==> src/rtl/data_packer_if.sv <==
// Beat, configuration and packed-row signals between the vector ALU, the packer and the trace buffer.
// The master side drives beats and configuration. The slave side (the packer) returns rows and status.
interface data_packer_if #(
  parameter int N          = 8,
  parameter int DATA_WIDTH = 32,
  parameter int MAX_CHAINS = 4
);
  localparam int CW = (MAX_CHAINS > 1) ? $clog2(MAX_CHAINS) : 1;
  localparam int LW = $clog2(N + 1);

  logic                          tracing;
  logic                          valid_in;
  logic [1:0]                    eof_in;
  logic [CW-1:0]                 chainId_in;
  logic [7:0]                    configId;
  logic [7:0]                    configData;
  logic [N-1:0][DATA_WIDTH-1:0]  vector_in;
  logic [N-1:0][DATA_WIDTH-1:0]  vector_out;
  logic                          valid_out;
  logic [LW-1:0]                 lanes_out;
  logic                          eof_out;
  logic                          error_out;

  modport master (
    output tracing, valid_in, eof_in, chainId_in, configId, configData, vector_in,
    input  vector_out, valid_out, lanes_out, eof_out, error_out
  );

  modport slave (
    input  tracing, valid_in, eof_in, chainId_in, configId, configData, vector_in,
    output vector_out, valid_out, lanes_out, eof_out, error_out
  );
endinterface

==> src/rtl/data_packer.sv <==
// Packs the first S lanes of each committed vector into dense N-lane rows for the trace buffer.
// Lane rotation wraps by truncation, so N must be a power of two.
module data_packer #(
  parameter int N                  = 8,
  parameter int DATA_WIDTH         = 32,
  parameter int MAX_CHAINS         = 4,
  parameter int PERSONAL_CONFIG_ID = 0
) (
  input logic         clk,
  input logic         rst_n,
  data_packer_if.slave ifc
);
  localparam int CW = (MAX_CHAINS > 1) ? $clog2(MAX_CHAINS) : 1;
  localparam int FW = $clog2(N);
  localparam int LW = $clog2(N + 1);

  typedef enum logic [1:0] {IDLE, PACK, FLUSH_PEND} state_t;
  typedef logic [N-1:0][DATA_WIDTH-1:0] row_t;

  state_t                    state_reg, state_next;
  row_t                      pack_reg, pack_next;
  logic [FW-1:0]             fill_reg, fill_next;
  logic [MAX_CHAINS-1:0]     commit_reg, commit_next;
  logic [MAX_CHAINS-1:0][7:0] size_reg, size_next;
  logic [7:0]                byte_cnt_reg, byte_cnt_next;
  row_t                      vector_out_reg, vector_out_next;
  logic                      valid_out_reg, valid_out_next;
  logic [LW-1:0]             lanes_out_reg, lanes_out_next;
  logic                      eof_out_reg, eof_out_next;
  logic                      error_reg, error_next;

  logic [7:0]                size_sel;
  logic [LW-1:0]             eff_size;
  logic [LW-1:0]             sum;
  logic [LW-1:0]             leftover;
  logic                      beat, accept, flush, emit_full;
  logic [7:0]                size_idx;
  logic [N-1:0][FW-1:0]      lane_idx;
  row_t                      rot, row, newbuf, flush_row, pend_row;
  logic                      unused_group_eof;

  // End-of-group has no effect on packing; only end-of-frame flushes.
  assign unused_group_eof = ifc.eof_in[0];

  assign size_sel = size_reg[ifc.chainId_in];
  assign eff_size = (size_sel == 8'd0 || size_sel > 8'(N)) ? LW'(N) : size_sel[LW-1:0];

  assign beat      = ifc.tracing && ifc.valid_in && (state_reg != FLUSH_PEND);
  assign accept    = beat && commit_reg[ifc.chainId_in];
  assign flush     = beat && ifc.eof_in[1];
  assign sum       = LW'(fill_reg) + (accept ? eff_size : LW'(0));
  assign emit_full = accept && (sum >= LW'(N));
  assign leftover  = emit_full ? sum - LW'(N) : sum;
  assign size_idx  = byte_cnt_reg - 8'(MAX_CHAINS);

  // Per lane: which beat element lands here, the completed row, and the retained buffer.
  generate
    for (genvar gi = 0; gi < N; gi++) begin : g_lane
      assign lane_idx[gi]  = FW'(gi) - fill_reg;
      assign rot[gi]       = ifc.vector_in[lane_idx[gi]];
      assign newbuf[gi]    = (LW'(lane_idx[gi]) < eff_size) ? rot[gi] : pack_reg[gi];
      assign row[gi]       = (FW'(gi) < fill_reg) ? pack_reg[gi] : rot[gi];
      assign flush_row[gi] = (LW'(gi) < leftover) ? newbuf[gi] : '0;
      assign pend_row[gi]  = (FW'(gi) < fill_reg) ? pack_reg[gi] : '0;
    end
  endgenerate

  always_comb begin
    state_next      = state_reg;
    pack_next       = pack_reg;
    fill_next       = fill_reg;
    commit_next     = commit_reg;
    size_next       = size_reg;
    byte_cnt_next   = byte_cnt_reg;
    error_next      = error_reg;
    vector_out_next = '0;
    valid_out_next  = 1'b0;
    lanes_out_next  = '0;
    eof_out_next    = 1'b0;

    if (state_reg == FLUSH_PEND) begin
      // Second half of a double-row flush; any beat now is lost.
      valid_out_next  = 1'b1;
      lanes_out_next  = LW'(fill_reg);
      vector_out_next = pend_row;
      eof_out_next    = 1'b1;
      fill_next       = '0;
      state_next      = IDLE;
      if (ifc.tracing && ifc.valid_in) begin
        error_next = 1'b1;
      end
    end else if (!ifc.tracing) begin
      if (ifc.configId == 8'(PERSONAL_CONFIG_ID)) begin
        if (byte_cnt_reg < 8'(MAX_CHAINS)) begin
          commit_next[byte_cnt_reg[CW-1:0]] = ifc.configData[0];
        end else if (byte_cnt_reg < 8'(2 * MAX_CHAINS)) begin
          size_next[size_idx[CW-1:0]] = ifc.configData;
        end
        // Saturating keeps trailing bytes ignored however long the stream runs.
        if (byte_cnt_reg < 8'(2 * MAX_CHAINS)) begin
          byte_cnt_next = byte_cnt_reg + 8'd1;
        end
      end else begin
        byte_cnt_next = '0;
      end
    end else begin
      if (accept) begin
        pack_next = newbuf;
      end
      fill_next  = leftover[FW-1:0];
      state_next = (leftover == '0) ? IDLE : PACK;
      if (emit_full) begin
        valid_out_next  = 1'b1;
        lanes_out_next  = LW'(N);
        vector_out_next = row;
      end
      if (flush) begin
        if (emit_full && leftover != '0) begin
          state_next = FLUSH_PEND;
        end else begin
          fill_next    = '0;
          state_next   = IDLE;
          eof_out_next = 1'b1;
          if (!emit_full) begin
            valid_out_next  = 1'b1;
            lanes_out_next  = leftover;
            vector_out_next = flush_row;
          end
        end
      end
    end
  end

  always_ff @(posedge clk or negedge rst_n) begin
    if (!rst_n) begin
      state_reg      <= IDLE;
      pack_reg       <= '0;
      fill_reg       <= '0;
      commit_reg     <= '1;
      size_reg       <= '0;
      byte_cnt_reg   <= '0;
      vector_out_reg <= '0;
      valid_out_reg  <= 1'b0;
      lanes_out_reg  <= '0;
      eof_out_reg    <= 1'b0;
      error_reg      <= 1'b0;
    end else begin
      state_reg      <= state_next;
      pack_reg       <= pack_next;
      fill_reg       <= fill_next;
      commit_reg     <= commit_next;
      size_reg       <= size_next;
      byte_cnt_reg   <= byte_cnt_next;
      vector_out_reg <= vector_out_next;
      valid_out_reg  <= valid_out_next;
      lanes_out_reg  <= lanes_out_next;
      eof_out_reg    <= eof_out_next;
      error_reg      <= error_next;
    end
  end

  assign ifc.vector_out = vector_out_reg;
  assign ifc.valid_out  = valid_out_reg;
  assign ifc.lanes_out  = lanes_out_reg;
  assign ifc.eof_out    = eof_out_reg;
  assign ifc.error_out  = error_reg;
endmodule

==> src/flat_wrapper.sv <==
// flat-port wrapper written by rule: the top's interface ports become plain ports
module data_packer_flat 
#(
  parameter int N                  = 8,
  parameter int DATA_WIDTH         = 32,
  parameter int MAX_CHAINS         = 4,
  parameter int PERSONAL_CONFIG_ID = 0
)
  (clk, rst_n, ifc_tracing, ifc_valid_in, ifc_eof_in, ifc_chainId_in, ifc_configId, ifc_configData, ifc_vector_in, ifc_vector_out, ifc_valid_out, ifc_lanes_out, ifc_eof_out, ifc_error_out);
  data_packer_if #(.N(N), .DATA_WIDTH(DATA_WIDTH), .MAX_CHAINS(MAX_CHAINS)) ifc_i ();
  input logic clk;
  input logic rst_n;
  input wire logic [$bits(ifc_i.tracing)-1:0] ifc_tracing;
  input wire logic [$bits(ifc_i.valid_in)-1:0] ifc_valid_in;
  input wire logic [$bits(ifc_i.eof_in)-1:0] ifc_eof_in;
  input wire logic [$bits(ifc_i.chainId_in)-1:0] ifc_chainId_in;
  input wire logic [$bits(ifc_i.configId)-1:0] ifc_configId;
  input wire logic [$bits(ifc_i.configData)-1:0] ifc_configData;
  input wire logic [$bits(ifc_i.vector_in)-1:0] ifc_vector_in;
  output wire logic [$bits(ifc_i.vector_out)-1:0] ifc_vector_out;
  output wire logic [$bits(ifc_i.valid_out)-1:0] ifc_valid_out;
  output wire logic [$bits(ifc_i.lanes_out)-1:0] ifc_lanes_out;
  output wire logic [$bits(ifc_i.eof_out)-1:0] ifc_eof_out;
  output wire logic [$bits(ifc_i.error_out)-1:0] ifc_error_out;
  assign ifc_i.tracing = ifc_tracing;
  assign ifc_i.valid_in = ifc_valid_in;
  assign ifc_i.eof_in = ifc_eof_in;
  assign ifc_i.chainId_in = ifc_chainId_in;
  assign ifc_i.configId = ifc_configId;
  assign ifc_i.configData = ifc_configData;
  assign ifc_i.vector_in = ifc_vector_in;
  assign ifc_vector_out = ifc_i.vector_out;
  assign ifc_valid_out = ifc_i.valid_out;
  assign ifc_lanes_out = ifc_i.lanes_out;
  assign ifc_eof_out = ifc_i.eof_out;
  assign ifc_error_out = ifc_i.error_out;
  data_packer #(.N(N), .DATA_WIDTH(DATA_WIDTH), .MAX_CHAINS(MAX_CHAINS), .PERSONAL_CONFIG_ID(PERSONAL_CONFIG_ID)) u_core (.clk(clk), .rst_n(rst_n), .ifc(ifc_i));
endmodule
==> config.mk <==
export PLATFORM = sky130hd
export DESIGN_NAME = data_packer_flat
export DESIGN_NICKNAME = d
export VERILOG_FILES = /design/src/rtl/data_packer_if.sv /design/src/rtl/data_packer.sv /design/src/flat_wrapper.sv
export SDC_FILE = /design/constraint.sdc
export NUM_CORES = 2
export LEC_CHECK = 0
export BUFFER_PORTS_ARGS = -buffer_cell sky130_fd_sc_hd__buf_2
export CELL_PAD_IN_SITES_DETAIL_PLACEMENT = 1
export CELL_PAD_IN_SITES_GLOBAL_PLACEMENT = 2
export CORE_MARGIN = 3
export CORE_UTILIZATION = 35
export CTS_BUF_LIST = sky130_fd_sc_hd__clkbuf_8
export DETAILED_ROUTE_END_ITERATION = 7
export GPL_ROUTABILITY_DRIVEN = 1
export GPL_TIMING_DRIVEN = 0
export PLACE_DENSITY_LB_ADDON = 0.25
export RECOVER_POWER = 100
export SETUP_SLACK_MARGIN = 0.4
export SKIP_CTS_REPAIR_TIMING = 1
export SYNTH_ARGS = -nofsm -noshare
export SYNTH_HDL_FRONTEND = slang
export SYNTH_SLANG_ARGS = --single-unit
==> constraint.sdc <==
create_clock -name clk -period 4.8 [get_ports clk]
set_input_delay 0.72 -clock clk [delete_from_list [all_inputs] [get_ports clk]]
set_output_delay 0.72 -clock clk [all_outputs]
set_load 0.01 [all_outputs]
Word-level counts from Yosys, hierarchy flattened

Cells that the tools add are included.

Register bits after elaboration: 568
Bits in latches: 0
Memory bits (writable): 0
ROM bits: 0
Logic and storage cells: 200
Memories kept: 0

$add $sub $neg: 12
$mul: 0
Div/mod/pow operators: 0
Magnitude comparators: 41
Equality and inequality tests: 3
Shift operators: 0
Muxes and demuxes: 94
Bitwise gates (word level): 3
Reductions and logical operators: 19

Operators with widths:

| cell                                                                            | number |
|---|---|
| 256-bit two-way mux                                                             | 6 |
| 32-bit two-way mux                                                              | 40 |
| 32-bit binary-select mux with 3-bit select                                      | 8 |
| 4-bit two-way mux                                                               | 9 |
| 32-bit bitwise mux                                                              | 1 |
| 3-bit by 4-bit < comparator with 1-bit output                                   | 8 |
| 3-bit by 4-bit < comparator with 1-bit output, second input constant            | 8 |
| 8-bit two-way mux                                                               | 4 |
| 8-bit binary-select mux with 2-bit select                                       | 1 |
| 8-bit demux with 2-bit select                                                   | 1 |
| 8-bit logical NOT                                                               | 2 |
| 3-bit by 4-bit < comparator with 1-bit output, first input constant             | 4 |
| 1-bit two-way mux                                                               | 13 |
| 3-bit < comparator, first input constant                                        | 4 |
| 3-bit two-way mux                                                               | 4 |
| 3-bit subtractor, first input constant                                          | 4 |
| 2-bit by 3-bit < comparator with 1-bit output, second input constant            | 3 |
| 8-bit by 1-bit adder with 8-bit output, second input constant                   | 1 |
| 8-bit by 4-bit greater-than comparator with 1-bit output, second input constant | 1 |
| 1-bit logical AND                                                               | 8 |
| 1-bit by 4-bit < comparator with 1-bit output, first input constant             | 2 |
| 2-bit by 4-bit < comparator with 1-bit output, first input constant             | 2 |
| 8-bit by 3-bit < comparator with 1-bit output, second input constant            | 1 |
| 8-bit by 4-bit < comparator with 1-bit output, second input constant            | 1 |
| 24 further kinds                                                                | 36 |

Logic depth before layout (Yosys ltp)

Depth in word-level cells: 17
Gate-level depth with buffers: 24

Least setup slack after synthesis

Ideal clock, no wire load.

Path kind: input-to-reg
From: input ifc_chainId_in[0]
To: register u_core.vector_out_reg (netlist bit u_core.ifc.vector_out[10])
Library setup time: 0.125 ns
Data arrival time: 5.484 ns
Required time: 4.675 ns
Path slack: -0.808 ns
Cell stages on the path: 24
Path through: buf_2 mux4_2 nor3_2 xor2_1 a31oi_1 inv_1 nor2_1 and2_1 ha_1 a21o_1 a21oi_1 nor2_1 mux2_4 inv_2 buf_2 buf_1 ha_1 or2_2 nor3_1 nor2_1 and3_1 a21oi_1 buf_2 o2bb2ai_1

RTL lines:

| what                   | line               | RTL |
|---|---|---|
| start: declaration     | flat_wrapper.sv:16 | `input wire logic [$bits(ifc_i.chainId_in)-1:0] ifc_chainId_in;` |
| end signal: assignment | data_packer.sv:154 | `vector_out_reg <= vector_out_next;` |
| end: declaration       | data_packer.sv:26  | `row_t vector_out_reg, vector_out_next;` |

==> impl_metrics.toml <==
[layout]
fin_cells = 4406
stdcell_area_um2 = 39600
fin_nets = 3444
drive_gt1_share_pct = 34.6
area_delta_synth_final_pct = 30.4
nFillCells = 9144

[yosys]
yosys-top-cells-area = "dfrtp_1 (46%), mux4_2 (19%), mux2i_1 (8.4%)"
yosysMostFrequentCell = "dfrtp_1"
yosysTopAreaCellShare_pct = 46.4
synth_flop_cell = "dfrtp_1"
synth_compound_area_share_pct = 13.4
synth_top_family_by_area = "multiplexers"
post-synth-top-area-cell = "dfrtp_1"
synth-xor-area-share_pct = 0.173
avgSynthCellArea_um2 = 12.5
syn_inst = 2430
synth.distinct_cells = 63
synth_edf_count = 0
synth.area.mux_share_pct = 29.2
yosysSeqAreaShare_pct = 46.8
ys_ff_latch = 568
async_flop_share_pct = 100
synth_common_cells = "dfrtp_1 (564), nor2_1 (276), a21oi_1 (266), mux4_2 (261), mux2i_1 (256)"
yosysWarnings = 0
netlist_area_um2 = 30400
synth_fa_ha_area_share_pct = 1.18
synth_simple_gate_area_share_pct = 5.69
synthesis.nets = 2738

[route]
avgViaCountPerCell = 5.96
route.detailed.drc = 0
vias = 26300
drt-initial-drc-count = 2158
wire_per_inst_um = 33.0
drt_first_pass_iters = 5
drt_wl_total_um = 145000
final_antenna_net_count = 0

[critical_path]
critical_path_arrival_ns = 5.44
cp_max_fo = 10
r2r-start = "u_core.size_reg[9]$_DFFE_PN0P_"
reg2regPathDepth = 24
crit_required_ns = 5.35
criticalPathCategory = "reg2reg"
rrSetupSlack_ns = -0.09
critPathCaptureType = "flip-flop"
start_kind = "flip-flop"
cp-startpoint = "u_core.size_reg[9]$_DFFE_PN0P_"

[floorplanning]
die_w_um = 301
core_area_um2 = 85700
io-pin-count = 543
start_util_pct = 35.5
row_count = 107
dieHeight_um = 301
die_area_um2 = 90400

[clock_tree]
htree_num_levels = 3
path_clk_slew_ns = 0.06
cts_sinks = 568
cts_buffer_depth = 3
cts-root-buf = "clkbuf_8"
insertion_delay_ns = 0.72
cts_tree = "done"
cts_made_buffers = 101

[placement]
dp_cells = 4116
dpl_worst_slack_ns = -2.68
placed_cell_area_um2 = 35100
port_buffers = 538
dp.final_hpwl_um = 114000
routabilityCongestion = 0.964

[pwr]
powerDensity_nw_per_um2 = 276
power_leakage_nw = 17.2
vdd_drop_max_v = 0.000185

[hold_path]
holdCritStartpoint = "ifc_configData[1]"
whs_path_depth = 2
hold_path.class = "in2reg"

[flow_run]
cap_violations = 4

[run_status]
violations = "capacitance limit, slew limit, setup timing"
status = "finished, violations left"

[sta]
skew_ns = 0.0340
setup_viol = 39
fin_ws_ns = -0.0912
fin_crit_ns = 4.89
final_max_slew_viol_count = 452
max_freq_mhz = 204
slew-limit-headroom_pct = -80.8
worstMarginPinSlew_ns = 2.71
rsz0062_at_grt = "yes"
timing.final.crit_share_pct = 102
hold_violations = 0
final.setup.tns_ns = -1.58

[grt]
grt_max_degree = 124
overflow = 0
first_global_vias = 27100
grt_pass1_wl_um = 199000
antenna_found_initial = 90
grt_use_total_pct = 30.9
==> worst max-delay path, cell delays in order, from the launching register on <==
cell	delay (ns)
dfrtp_1	0.39
mux4_2	0.51
nor3_4	0.26
xor2_1	0.11
a31oi_2	0.25
inv_1	0.09
nor2_2	0.16
and2_4	0.19
ha_4	0.19
a21o_1	0.16
a21oi_2	0.18
nor2b_1	0.15
mux2_4	0.22
inv_6	0.06
buf_12	0.13
buf_12	0.12
ha_4	0.24
or2_4	0.27
nor3_4	0.21
nor2_4	0.09
and3_4	0.18
a21oi_4	0.13
buf_12	0.18
buf_12	0.14
o2bb2ai_1	0.10
==> stage by stage <==
stage	hold slack, ns	util [%]	power (mW)
after floorplan	0.424	-	5.63
after global placement	0.454	40.9	6.14
after detailed placement	0.466	41.0	6.22
after CTS	0.0666	43.5	11.0
after global routing	0.254	46.1	11.4
final	0.287	46.2	10.9
==> cells by family after synthesis <==
family                   count (synthesis)
AO/OA/AOI/OAI                          602
XOR/XNOR                                 6
adder cells (fa/ha/maj)                 28
buffers and inverters                  250
flip-flops                             568
multiplexers                           554
AND/OR/NAND/NOR                        422
==> layout by cell type (no fill, tap or decap), types with 5 or more instances in the layout <==
cell	n
o21ai_1	7
clkbuf_16	14
o221ai_1	8
buf_2	301
nor2b_1	11
buf_4	44
a21oi_1	262
inv_1	76
buf_12	37
o21ai_0	33
clkbuf_2	23
clkbuf_4	6
mux2i_1	256
clkinv_2	11
clkbuf_8	129
dfrtp_1	563
nor2_1	272
o22ai_1	32
nor2_2	5
nand2_1	91
nand3_1	5
clkbuf_1	330
o221ai_2	24
ha_1	23
o2bb2ai_1	62
o2bb2ai_4	40
buf_1	27
diode_2	44
mux2_2	36
o2bb2ai_2	91
mux4_2	261
buf_6	20
==> path summary, 6_finish.rpt <==
check / end
max reg2reg: u_core.ifc.vector_out[24]$_DFF_PN0_
max: u_core.ifc.vector_out[24]$_DFF_PN0_
max in group asynchronous: u_core.pack_reg[182]$_DFFE_PN0P_
min in group asynchronous: u_core.ifc.vector_out[229]$_DFF_PN0_
min: u_core.size_reg[1]$_DFFE_PN0P_
min reg2reg: u_core.ifc.error_out$_DFFE_PN0P_
==> where the power goes <==
part / leakage (nW) / switching [mW] / internal, mW
combinational: 8.13 / 0.674 / 0.396
clock: 1.22 / 2.17 / 2.58
sequential: 7.86 / 0.135 / 4.98
total: 17.2 / 2.98 / 7.96
==> cell type report <==
| class | count | area, um^2 | share of cell area [%] |
|---|---|---|---|
| inverters | 46 | 180 | 0.455 |
| plain buffers | 204 | 1450 | 3.66 |
| repair buffers | 603 | 3290 | 8.31 |
| clock inverters | 56 | 352 | 0.887 |
| flip-flops and latches | 568 | 14200 | 35.9 |
| clock buffers | 129 | 1780 | 4.48 |
| diodes | 44 | 110 | 0.278 |
| multi-input cells | 1612 | 16800 | 42.4 |
| well taps | 1144 | 1430 | 3.61 |
==> per-layer routing <==
metal	wire, um	up-vias	GRT usage [%]
met3	13900	366	11.4
li1	-	10800	-
met2	70500	1254	51.8
met5	533	-	0
met1	54400	13800	36.5
met4	5980	78	10.7
No activity file was read; power rests on OpenSTA's default activity.
